### config.mk
export PLATFORM = sky130hd
export DESIGN_NAME = vga_sync_decoder
export DESIGN_NICKNAME = d
export VERILOG_FILES = /design/src/rtl/vga_sync_decoder.sv
export SDC_FILE = /design/constraint.sdc
export NUM_CORES = 1
export LEC_CHECK = 0
export CORE_MARGIN = 2
export CORE_UTILIZATION = 30
export DETAILED_ROUTE_END_ITERATION = 6
export HOLD_SLACK_MARGIN = 0.12
export MAX_ROUTING_LAYER = met4
export SLEW_MARGIN = 20
export SYNTH_ARGS = -nofsm -noshare
export SYNTH_HDL_FRONTEND = slang
export SYNTH_SLANG_ARGS = --single-unit
### constraint.sdc
create_clock -name clk -period 6.95 [get_ports clk]
set_clock_uncertainty 0.1 [all_clocks]
set_input_delay 1.7375 -clock clk [delete_from_list [all_inputs] [get_ports clk]]
set_output_delay 1.7375 -clock clk [all_outputs]
set_load 0.1 [all_outputs]
### src/rtl/vga_sync_decoder.sv
// Receive-side VGA sync checker: recovers x/y position, data enable and
// frame start from hsync/vsync, validates timing and reports lock/errors.
module vga_sync_decoder #(
    parameter int H_VIS       = 640,
    parameter int H_FP        = 16,
    parameter int H_SYNC      = 96,
    parameter int H_TOTAL     = 800,
    parameter int V_VIS       = 480,
    parameter int V_FP        = 10,
    parameter int V_TOTAL     = 525,
    parameter bit SYNC_POL    = 1'b0,
    parameter int LOCK_FRAMES = 2,
    parameter int CW          = 10
) (
    input  logic          clk,
    input  logic          rst_n,
    input  logic          hsync,
    input  logic          vsync,
    output logic [CW-1:0] x_pos,
    output logic [CW-1:0] y_pos,
    output logic          de,
    output logic          frame_start,
    output logic          locked,
    output logic          timing_err,
    output logic [7:0]    err_count
);

    localparam int WW = CW + 1;
    localparam logic [CW-1:0] CMAX = '1;
    localparam logic [WW-1:0] WD_LIM = WW'(2 * H_TOTAL);

    typedef enum logic [1:0] {SEARCH, ACQUIRE, LOCKED} state_e;

    state_e        state_q, state_d;
    logic          hs_q, hs_q2, vs_q, vs_q2;
    logic          hs_rise, hs_fall, vs_rise;
    logic [CW-1:0] x_q, x_d, y_q, y_d;
    logic [CW-1:0] per_q, per_d, pw_q, pw_d, lines_q, lines_d;
    logic [CW-1:0] per_inc, lines_cnt;
    logic [WW-1:0] wd_q, wd_d;
    logic [3:0]    good_q, good_d;
    logic [7:0]    cnt_q, cnt_d;
    logic          armed_q, armed_d, bad_q, bad_d;
    logic          locked_q, locked_d, err_q, err_d;
    logic          line_fail, frame_fail, nosig;

    always_ff @(posedge clk or negedge rst_n) begin
        if (!rst_n) begin
            hs_q  <= ~SYNC_POL;
            hs_q2 <= ~SYNC_POL;
            vs_q  <= ~SYNC_POL;
            vs_q2 <= ~SYNC_POL;
        end else begin
            hs_q  <= hsync;
            hs_q2 <= hs_q;
            vs_q  <= vsync;
            vs_q2 <= vs_q;
        end
    end

    assign hs_rise = (hs_q == SYNC_POL) && (hs_q2 != SYNC_POL);
    assign hs_fall = (hs_q != SYNC_POL) && (hs_q2 == SYNC_POL);
    assign vs_rise = (vs_q == SYNC_POL) && (vs_q2 != SYNC_POL);

    // Measurement counters saturate so a missing edge can never alias to a good value
    always_comb begin
        per_inc = per_q;
        if (per_q != CMAX) per_inc = per_q + 1'b1;
        lines_cnt = lines_q;
        if (hs_rise && lines_q != CMAX) lines_cnt = lines_q + 1'b1;
        line_fail = hs_rise && armed_q &&
                    (per_q != CW'(H_TOTAL) || pw_q != CW'(H_SYNC));
        frame_fail = vs_rise &&
                     (lines_cnt != CW'(V_TOTAL) || bad_q || line_fail);
        nosig = !hs_rise && (wd_q == WD_LIM - 1'b1);
    end

    always_comb begin
        state_d = state_q;
        good_d  = good_q;
        err_d   = 1'b0;
        unique case (state_q)
            SEARCH: begin
                if (vs_rise) begin
                    state_d = ACQUIRE;
                    good_d  = '0;
                end
            end
            ACQUIRE: begin
                if (nosig) begin
                    state_d = SEARCH;
                end else if (line_fail || frame_fail) begin
                    good_d = '0;
                end else if (vs_rise) begin
                    good_d = good_q + 4'd1;
                    if (good_d >= 4'(LOCK_FRAMES)) state_d = LOCKED;
                end
            end
            LOCKED: begin
                if (nosig || line_fail || frame_fail) begin
                    err_d   = 1'b1;
                    state_d = SEARCH;
                end
            end
            default: state_d = SEARCH;
        endcase
    end

    always_comb begin
        x_d = (x_q == CW'(H_TOTAL - 1)) ? '0 : x_q + 1'b1;
        if (hs_rise) x_d = CW'(H_VIS + H_FP);
        y_d = y_q;
        if (vs_rise) begin
            y_d = CW'(V_VIS + V_FP);
        end else if (!hs_rise && x_q == CW'(H_TOTAL - 1)) begin
            y_d = (y_q == CW'(V_TOTAL - 1)) ? '0 : y_q + 1'b1;
        end
        per_d   = hs_rise ? CW'(1) : per_inc;
        pw_d    = hs_rise ? '0 : (hs_fall ? per_q : pw_q);
        lines_d = vs_rise ? '0 : lines_cnt;
        wd_d    = hs_rise ? '0 : ((wd_q == WD_LIM) ? wd_q : wd_q + 1'b1);
        armed_d = hs_rise | armed_q;
        if (state_d == SEARCH && state_q != SEARCH) armed_d = 1'b0;
        bad_d    = vs_rise ? 1'b0 : (bad_q | line_fail);
        locked_d = (state_q == LOCKED);
        cnt_d    = (err_d && cnt_q != 8'hFF) ? cnt_q + 8'd1 : cnt_q;
    end

    always_ff @(posedge clk or negedge rst_n) begin
        if (!rst_n) begin
            state_q  <= SEARCH;
            x_q      <= '0;
            y_q      <= '0;
            per_q    <= '0;
            pw_q     <= '0;
            lines_q  <= '0;
            wd_q     <= '0;
            good_q   <= '0;
            cnt_q    <= '0;
            armed_q  <= 1'b0;
            bad_q    <= 1'b0;
            locked_q <= 1'b0;
            err_q    <= 1'b0;
        end else begin
            state_q  <= state_d;
            x_q      <= x_d;
            y_q      <= y_d;
            per_q    <= per_d;
            pw_q     <= pw_d;
            lines_q  <= lines_d;
            wd_q     <= wd_d;
            good_q   <= good_d;
            cnt_q    <= cnt_d;
            armed_q  <= armed_d;
            bad_q    <= bad_d;
            locked_q <= locked_d;
            err_q    <= err_d;
        end
    end

    assign x_pos       = x_q;
    assign y_pos       = y_q;
    assign locked      = locked_q;
    assign timing_err  = err_q;
    assign err_count   = cnt_q;
    assign de          = locked_q && x_q < CW'(H_VIS) && y_q < CW'(V_VIS);
    assign frame_start = locked_q && x_q == '0 && y_q == '0;

endmodule
==> Word level (Yosys, flattened, before mapping) <==
Cells that the tools add are included.
{ "word_totals": {"wordCells": 109, "reg_bits": 83, "output_inout_bits": 32, "inputBits": 4} }
{ "op_classes": {"magnitude_cmp": 3, "reduce_logical": 32, "n_mux": 29, "eq_ne": 16, "bitwise": 5, "add_sub_neg": 7} }
{ "ops": {"columns": ["cell", "count"], "rows": [
  ["$mux W10", 11],
  ["$add A10 B1 Y10 const B", 4],
  ["$ne A10 B10 Y1 const B", 4],
  ["$eq A11 B11 Y1 const B", 2],
  ["$mux W11", 2],
  ["$eq A10 B10 Y1 const B", 2],
  ["$logic_not A10 Y1", 2],
  ["$mux W4", 4],
  ["$logic_and A1 B1 Y1", 15],
  ["$mux W2", 6],
  ["$add A11 B1 Y11 const B", 1],
  ["$lt A10 B10 Y1 const B", 1],
  ["$lt A10 B9 Y1 const B", 1],
  ["$ne A10 B7 Y1 const B", 1],
  ["$reduce_bool A2 Y1", 5],
  ["$add A8 B1 Y8 const B", 1],
  ["$ne A8 B8 Y1 const B", 1],
  ["$pmux W4 S2", 1],
  ["$logic_or A1 B1 Y1", 6],
  ["$ne A2 B2 Y1 const B", 3],
  ["$pmux W2 S3", 1],
  ["$add A4 B1 Y4 const B", 1],
  ["$ge A4 B2 Y1 const B", 1],
  ["$logic_not A2 Y1", 2],
  ["8 further kinds", 14]
]} }

==> Longest topological paths before layout <==
{ "depth": {"ltp_word": 15, "depth_mapped": 11, "ltp_nobuf": 9} }

==> Least setup slack after synthesis <==
No wires, ideal clock.
{ "synth_timing": {"path_kind": "register -> output", "startpoint": "register y_q[5] (netlist: y_pos[5])", "endpoint": "output de", "stages_incl_launch_ff": 4, "t_required_ns": 5.112, "path_slack_ns": 0.867, "arrival_time_ns": 4.246, "n_path_buf": 0, "cell_sequence": "dfrtp_1 and3_1 and2_1 nor4bb_1"} }
{ "synth_via": {"elab_chain_len": 2} }
{ "synth_rtl": {"columns": ["item", "line_no", "source"], "rows": [
  ["from (decl)", "37", "logic [CW-1:0] x_q, x_d, y_q, y_d;"],
  ["from (signal assigned)", "147", "y_q <= y_d;"],
  ["$lt A10 B9 Y1", "166", "assign de = locked_q && x_q < CW'(H_VIS) && y_q < CW'(V_VIS);"],
  ["$logic_and A1 B1 Y1", "166", null],
  ["to (decl)", "21", "output logic de,"]
]} }
No other way between the ends.

==> Worst setup path in the final report <==
Ends and elaborated chain as after synthesis.

==> impl_metrics.py <==
metrics = {
    "outcome": {
        "status": "finished, final reports clean",
    },
    "sta": {
        "slew_violations": 0,
        "fin_crit_ns": 4.51,
        "setup_slack_ns": 2.44,
        "hold_viol_final": 0,
        "finalCritPeriodShare_pct": 64.9,
        "setup_viol": 0,
        "slew_headroom_pct": 33.1,
        "rsz0062_at_grt": "no",
        "fmax_ghz": 0.222,
        "worst_slew_pin_slew_ns": 1.00,
        "finalSetupTns_ns": 0,
    },
    "worst_setup_path": {
        "worst-setup-path-type": "register to output pin",
        "reg2reg_depth": 10,
        "arrival_ns": 2.67,
        "cp_data_required_time_ns": 5.11,
        "critPathCaptureType": "output pin",
        "start_kind": "register",
        "worst-path-max-fanout": 8,
    },
    "synth": {
        "yosys-top-cells-area": "dfrtp_1 45%, nor2_1 4.2%, nand2_1 4.1%, ha_1 3.7%, o21ai_0 3.3%",
        "synth-simple-area-share_pct": 25.5,
        "ys.warnings.count": 0,
        "yosysMostFrequentCell": "dfrtp_1",
        "synth_top_area_share_pct": 44.7,
        "ys_seq_elements": 83,
        "ys_seq_area_share_pct": 47.1,
        "synthAdderAreaFrac_pct": 3.68,
        "netlist_area_mm2": 0.00442,
        "synth_edf_count": 0,
        "synth-async-reset-ratio_pct": 100,
        "syn_area_per_cell_um2": 9.46,
        "synth_top_family_by_area": "simple AND/OR/NAND/NOR gates",
        "yosysTopAreaCell": "dfrtp_1",
        "ys_top_cells_by_count": "79 x dfrtp_1, 49 x nor2_1, 48 x nand2_1, 29 x o21ai_0, 28 x nand3_1",
        "synthDistinctLibCells": 60,
        "postSynthCellCount": 467,
        "syn-num-nets": 484,
        "synthFlopType": "dfrtp_1",
        "synth-xor-area-share_pct": 5.75,
        "synth_compound_area_share_pct": 14.0,
        "synth.mux.area_fraction_pct": 0.566,
    },
    "cells_and_area": {
        "num-fill-cells": 1443,
        "ff_latch_area_mm2": 0.00208,
        "syn_to_final_growth_pct": 17.7,
        "drive_above_1_share_pct": 6.79,
        "antenna_cells": 0,
        "nets": 513,
        "multi_input_area_mm2": 0.00219,
    },
    "cts": {
        "postCtsHoldBufs": 0,
        "worstSkewPairLatency_ns": 0.34,
        "numClockSinks": 83,
        "cts_tree": "built",
        "htree_num_levels": 3,
        "clk_pin_slew_worst_paths_ns": 0.06,
        "clockBufferDepth": 2,
        "cts_root_buf": "clkbuf_16",
        "cts_setup_buffers": 0,
        "post_cts_resized": 0,
        "cts_buffers": 9,
    },
    "power": {
        "p_leak_uw": 0.00219,
        "p_sw_uw": 475,
        "p_per_area_mw_per_mm2": 267,
        "combPwrFrac_pct": 23.0,
        "power_frac_seq_pct": 43.9,
        "p_clk_share_pct": 33.1,
        "swShare_pct": 34.2,
        "vdd_drop_max_mv": 0.112,
        "p_int_uw": 914,
    },
    "grt": {
        "grt_pass1_vias": 3413,
        "grt_pass1_wl_um": 16400,
        "antenna_found_initial": 0,
        "globalRouteOverflowTotal": 0,
        "grt_max_degree": 60,
        "grt_usage_pct": 13.0,
    },
    "min_path": {
        "holdPathStages": 0,
        "hold_path_class": "register to register",
    },
    "detailed_routing": {
        "post_drt_wl_per_cell_um": 14.1,
        "drc": 0,
        "routed_via_density": 5.15,
        "via_count": 3526,
        "first_pass_iters": 4,
        "ant_nets": 0,
        "drt-initial-drc-count": 326,
        "routed_wl_um": 9640,
    },
    "floorplan": {
        "start_util_pct": 30.5,
        "die_x_um": 125,
        "die-area_mm2": 0.0157,
        "core_mm2": 0.0145,
        "num_rows": 44,
        "die_h_um": 125,
        "io_pins": 36,
    },
    "placement": {
        "dp_slack_ns": 2.79,
        "hpwl_um": 6620,
        "place_congestion": 0.814,
        "port_buffers": 35,
    },
    "job": {
        "cap_violations": 0,
    },
}
logic make-up (layout without fill, tap and decap cells):
logic type	after synthesis	count (layout)
fa+ha+maj	13	13
simple gates	214	214
buf+inv	31	65
flops	83	83
xor+xnor	29	29
mux	2	2
compound gates	95	95
power by group through the flow:
stage / Sequential (µW) / Clock, µW / Combinational, µW
after global routing: 620 / 495 / 346
after floorplan: 702 / 0 / 148
after CTS: 609 / 478 / 323
after detailed placement: 618 / 0 / 322
final: 609 / 460 / 319
after global placement: 612 / 0 / 315
flip-flops by register name, indices dropped and copies added, names as in the netlist:
register and flops:
hs_q 1, lines_q 10, good_q 4, x_pos 10
hs_q2 1, y_pos 10, per_q 10, vs_q 1
armed_q 1, wd_q 11, locked 1, err_count 8
vs_q2 1, pw_q 10, state_q 2, timing_err 1
bad_q 1
worst paths after layout:
kind	slack [ns]	to	start
min in group asynchronous	1.21	x_pos[2]$_DFF_PN0_	rst_n
setup reg to reg	3.85	err_count[1]$_DFFE_PN0P_	hs_q$_DFF_PN1_
hold / removal	0.26	vs_q2$_DFF_PN1_	vs_q$_DFF_PN1_
setup / recovery	2.44	de	y_pos[5]$_DFFE_PN0P_
hold reg to reg	0.26	vs_q2$_DFF_PN1_	vs_q$_DFF_PN1_
max in group asynchronous	4.47	y_pos[0]$_DFFE_PN0P_	rst_n
cell usage in the layout, fill, tap and decap left out, types with 3 or more instances in the layout:
cell type	count
nand4_1	11
nand2_1	48
dfstp_2	4
o21a_1	3
a21o_1	3
clkbuf_8	3
and3_1	20
a31oi_1	8
o311ai_0	4
nor2b_1	6
and2_1	4
and4_1	4
dfrtp_1	79
nor4_1	3
inv_1	12
xnor2_1	13
nor3b_1	5
xor2_1	16
o31ai_1	4
o21ai_0	29
clkdlybuf4s50_1	34
nand3_1	28
ha_1	13
nor3_1	12
a21oi_1	24
nand3b_1	3
nand2b_1	3
nor2_1	49
buf_4	3
nor4b_1	4
clkbuf_16	9
layer usage:
metal / vias up / global-route usage, % / wire length [µm]
li1: 1740 / - / -
met1: 1733 / 16.3 / 4500
met2: 39 / 20.4 / 4750
met3: 14 / 2.35 / 213
met4: 0 / 6.14 / 178
met5: - / - / 0
metrics by stage:
step                      util (%)  total power, µW  hold slack, ns  cells  cell area (µm²)
final                         35.9             1390           0.264    685             5200
after global routing          35.9             1460           0.273    685             5200
after CTS                     35.9             1410           0.267    685             5200
after detailed placement      33.9              939           0.259    669             4910
after global placement        33.9              928           0.258    669             4910
after floorplan                  -              849           0.254    467             4420
critical path, cell delays in order (launching register included):
cell             delay, ns
dfrtp_1               0.46
and3_1                0.23
and2_1                0.19
nor4bb_1              0.27
clkdlybuf4s50_1       1.18
final cells by class:
class	count	share of cell area, %
Multi-Input combinational cell	353	42.1
Sequential cell	83	40.0
Timing Repair Buffer	37	6.97
Clock buffer	13	5.19
Tap cell	184	4.43
Inverter	12	0.866
Clock inverter	3	0.409
No activity file was read; power rests on OpenSTA's default activity.
==> RTL edit 1 (same settings) <==
The output `timing_err` loses its register stage (`err_q` becomes a continuous assignment).
--- a/src/rtl/vga_sync_decoder.sv
+++ b/src/rtl/vga_sync_decoder.sv
@@ -141,5 +141,4 @@
             bad_q    <= 1'b0;
             locked_q <= 1'b0;
-            err_q    <= 1'b0;
         end else begin
             state_q  <= state_d;
@@ -155,7 +154,8 @@
             bad_q    <= bad_d;
             locked_q <= locked_d;
-            err_q    <= err_d;
         end
     end
+
+    assign err_q = err_d;
 
     assign x_pos       = x_q;
Check against the original RTL: no difference found for any inputs over 10 cycles, from zero or initial values and one cycle with rst_n low; that may be too few to reach the edited logic, so the function may still have changed.
==> RTL edit 1 against the original RTL <==
- setup slack got worse by 0.97 ns
- sequential cell count down 1
- critical endpoint is now timing_err
- routed wire length down 6.1%
- global-route usage fell by 0.33 points
- largest power group unchanged
- power up 8.3%
- synthesized area increased by 0.20%
- final area rose by 1.4%
==> RTL edit 1: results (changes against the original RTL) <==
Parameter                              Value

Synth
  Unique cell type count in the Yosys netlist    63 (+5.0%)
  Main area contributors after synthesis    sky130_fd_sc_hd__dfrtp_1, sky130_fd_sc_hd__xor2_1, sky130_fd_sc_hd__nor2_1
  Commonest cells post-synth    sky130_fd_sc_hd__dfrtp_1, sky130_fd_sc_hd__nor2_1, sky130_fd_sc_hd__nand2_1
  Portion of the post-synthesis area used by sequential elements    0.465 (-0.00658)
  Average size of a mapped cell    9.54 um^2 (+0.85%)
  Post-Synthesis Net Count    481 (-0.62%)

Global routing
  Pin count of the biggest net entering global routing    83 (+38%)
  Total global routing track utilization    0.127 (-0.00332)
  Global-route wire length before repair    16100 um (-1.6%)
  Via count of the first global-routing pass    3379 (-1.0%)

Cells and area
  Share of cells above drive strength 1    0.0926 (+0.0247)
  Total number of nets in the final design    509 (-0.78%)

Timing
  Headroom to the max-slew limit    0.334 (+0.00297)

Place
  Number of placed instances with taps included    665 (-0.60%)
  Area of placed instances    4900 um^2 (-0.13%)
  Dpl ws    1.83 ns (-0.961 ns)
  Post-DP HPWL    6260 um (-5.5%)
  Routability cong.    0.836 (+2.7%)

Pwr
  Lkg Pwr    2.23 nW (+1.8%)

Worst setup path
  Largest driver fanout on the critical path    11 (+3)
  Critical Path Max Stage Delay    0.92 ns (-0.26 ns)
  Crit. Startpoint    lines_q[0]$_DFF_PN0_
  CP top delay family    compound AO/OA/AOI/OAI gates
  Arrival time at the worst endpoint    3.64 ns (+0.97 ns)
  Critical Path Slowest Stage Cell    sky130_fd_sc_hd__o41ai_2

Routing
  Routed wirelength normalized by instance count    13.3 um (-5.5%)
  Routed via count    3443 (-2.4%)
  1st-iter DRT viols    271 (-17%)

Hold path
  Hold path start    hs_q$_DFF_PN1_

Outcome
  Outcome    finished clean
-- RTL edit 1: cells by family after synthesis --
logic type / Yosys count / synth area share
flip-flops: 82 / 0.465
multiplexers: 6 / 0.0155
adder cells (fa/ha/maj): 13 / 0.0367
XOR/XNOR: 30 / 0.0593
AO/OA/AOI/OAI: 86 / 0.124
buffers and inverters: 33 / 0.0359
AND/OR/NAND/NOR: 214 / 0.264
-- RTL edit 1: power by group through the flow --
stage	Clock (mW)	Combinational, mW	Sequential (mW)
floorplan	0	0.149	0.695
global placement	0	0.312	0.609
detailed placement	0	0.319	0.613
CTS	0.592	0.321	0.604
global route	0.616	0.349	0.617
finish	0.580	0.318	0.605
-- RTL edit 1: final timing paths --
check / slack, ns / endpoint / cells past startpoint
max: 1.47 / timing_err / 9
min: 0.27 / hs_q2$_DFF_PN1_ / 0
max reg2reg: 3.44 / err_count[1]$_DFFE_PN0P_ / 8
min reg2reg: 0.27 / hs_q2$_DFF_PN1_ / 0
max in group asynchronous: 4.90 / good_q[1]$_DFFE_PN0P_ / 1
min in group asynchronous: 1.33 / y_pos[7]$_DFFE_PN0P_ / 1
-- RTL edit 1: per-layer routing --
metal  vias to the layer above  global-route usage  wire (um)
li1                       1700                   -          -
met1                      1688               0.161       4410
met2                        48               0.197       4320
met3                         7              0.0312        248
met4                         0              0.0431         73
met5                         -                   -          0
-- RTL edit 1: final cells by class --
class,instances,area (um^2)
fill,1408,9200
multi-input combinational,349,2210
sequential,82,2060
clock inverter,7,141
inverter,14,52.6
tap,184,230
clock buffer,9,225
timing repair buffer,36,357
==> RTL edit 2 (same settings) <==
Without the edit above. The parameter `CW` goes from 10 to 9.
--- a/src/rtl/vga_sync_decoder.sv
+++ b/src/rtl/vga_sync_decoder.sv
@@ -11,5 +11,5 @@
     parameter bit SYNC_POL    = 1'b0,
     parameter int LOCK_FRAMES = 2,
-    parameter int CW          = 10
+    parameter int CW          = 9
 ) (
     input  logic          clk,
Interface: changed (resized x_pos and y_pos); port bits go from 36 to 34. No check against the original RTL was run, so the function may have changed too.
==> RTL edit 2 against the original RTL <==
- setup slack worse by 0.74 ns
- routed wire length shrank 15%
- synthesized area down 9.1%
- final area fell by 7.7%
- sequential cell count fell by 6
- count of clock-buffer cells in the layout is 2 lower
- synthesized cell count fell by 11%
- power fell by 15%
- combinational power is 36% lower
- die area is 8.9% lower
- sequential power is 12% lower
- highest routed layer unchanged
==> RTL edit 2: results (changes against the original RTL) <==
Parameter                              Value

Synth
  Main area contributors after synthesis    sky130_fd_sc_hd__dfrtp_1, sky130_fd_sc_hd__ha_1, sky130_fd_sc_hd__xnor2_1
  Commonest cells post-synth    sky130_fd_sc_hd__dfrtp_1, sky130_fd_sc_hd__nand2_1, sky130_fd_sc_hd__nor2_1
  Portion of the post-synthesis area used by sequential elements    0.481 (+0.0100)
  Post-Synthesis Net Count    433 (-11%)
  Gate count of the mapped netlist    414 (-11%)

Place
  Post-DP HPWL    5590 um (-16%)
  Number of placed instances with taps included    613 (-8.4%)
  Buffers on Ports    33 (-5.7%)
  Routability cong.    0.821 (+0.84%)

Cells and area
  Total number of nets in the final design    467 (-9.0%)
  Max FFs per register    10 (-1)

Outcome
  Outcome    finished clean

Worst setup path
  Crit. Startpoint    y_pos[0]$_DFFE_PN0P_
  Arrival time at the worst endpoint    3.41 ns (+0.74 ns)
  Largest driver fanout on the critical path    7 (-1)
  Setup slack of the worst register-to-register path    3.80 ns (-0.05 ns)
  Worst reg2reg startpoint    lines_q[0]$_DFF_PN0_

Routing
  1st-iter DRT viols    206 (-37%)
  Wire length after detailed routing    8160 um (-15%)
  Number of vias per cell after detailed routing    5.01 (-2.7%)

Timing
  Headroom to the max-slew limit    0.341 (+0.0105)

Pwr
  Lkg Pwr    1.98 nW (-9.7%)
  Max rail drop VDD    0.103 mV (-7.9%)

Hold path
  Hold path start    hs_q$_DFF_PN1_

Global routing
  Pin count of the biggest net entering global routing    78 (+30%)
  Total global routing track utilization    0.124 (-0.00569)
## RTL edit 2: cell count changes after synthesis, moves of 4 or more
cell,before,now
sky130_fd_sc_hd__a21oi_1,24,17
sky130_fd_sc_hd__nand2_1,48,43
sky130_fd_sc_hd__buf_2,6,2
sky130_fd_sc_hd__o21ai_0,29,22
sky130_fd_sc_hd__dfrtp_1,79,73
sky130_fd_sc_hd__nand3_1,28,22
sky130_fd_sc_hd__and3_1,20,8
sky130_fd_sc_hd__xnor2_1,13,19
sky130_fd_sc_hd__nand2b_1,3,14
sky130_fd_sc_hd__nor2_1,49,40
sky130_fd_sc_hd__or3_1,2,9
sky130_fd_sc_hd__a31oi_1,8,3
## RTL edit 2: final cells by class
cell class                      count  area [um^2]
Fill cell                        1348         8340
Sequential cell                    77         1930
Clock buffer                       11          253
Inverter                           12         45.0
Multi-Input combinational cell    313         1980
Tap cell                          176          220
Clock inverter                      5         33.8
Timing Repair Buffer               35          343
## RTL edit 2: critical path, delay by kind of cell (launching register included)
kind / cells / cell delay [ns]
adder cells (fa/ha/maj): 1 / 0.15
flip-flops: 1 / 0.45
AND/OR/NAND/NOR: 4 / 1.20
buffers and inverters: 2 / 1.27
## RTL edit 2: how the worst min path moves through the flow
stage,endpoint,slack [ns]
final,hs_q2$_DFF_PN1_,0.26
after global routing,hs_q2$_DFF_PN1_,0.28
after CTS,hs_q2$_DFF_PN1_,0.27
after detailed placement,hs_q2$_DFF_PN1_,0.26
after global placement,hs_q2$_DFF_PN1_,0.26
after floorplan,hs_q2$_DFF_PN1_,0.25
## RTL edit 2: power by group
group	internal [mW]	total, mW	switching, mW
clock	0.261	0.445	0.184
combinational	0.0681	0.205	0.137
sequential	0.489	0.537	0.0477
total	0.818	1.19	0.368
## RTL edit 2: layer usage
metal	wire length, um	vias up	GRT usage
met5	0	-	-
met3	297	11	0.0233
met4	134	0	0.0515
li1	-	1526	-
met2	3840	58	0.189
met1	3890	1555	0.164
## RTL edit 2: per-stage QoR
| step | util | total power [mW] | cell area, um^2 |
|---|---|---|---|
| floorplan | - | 0.693 | 4020 |
| global placement | 0.344 | 0.746 | 4520 |
| detailed placement | 0.344 | 0.752 | 4520 |
| CTS | 0.366 | 1.20 | 4800 |
| global route | 0.366 | 1.25 | 4800 |
| finish | 0.366 | 1.19 | 4800 |
## RTL edit 2: cell families after synthesis
family / Yosys count / synth area share
AND/OR/NAND/NOR: 196 / 0.258
flip-flops: 77 / 0.481
AO/OA/AOI/OAI: 64 / 0.103
XOR/XNOR: 34 / 0.0742
buffers and inverters: 24 / 0.0268
adder cells (fa/ha/maj): 15 / 0.0467
multiplexers: 4 / 0.0106
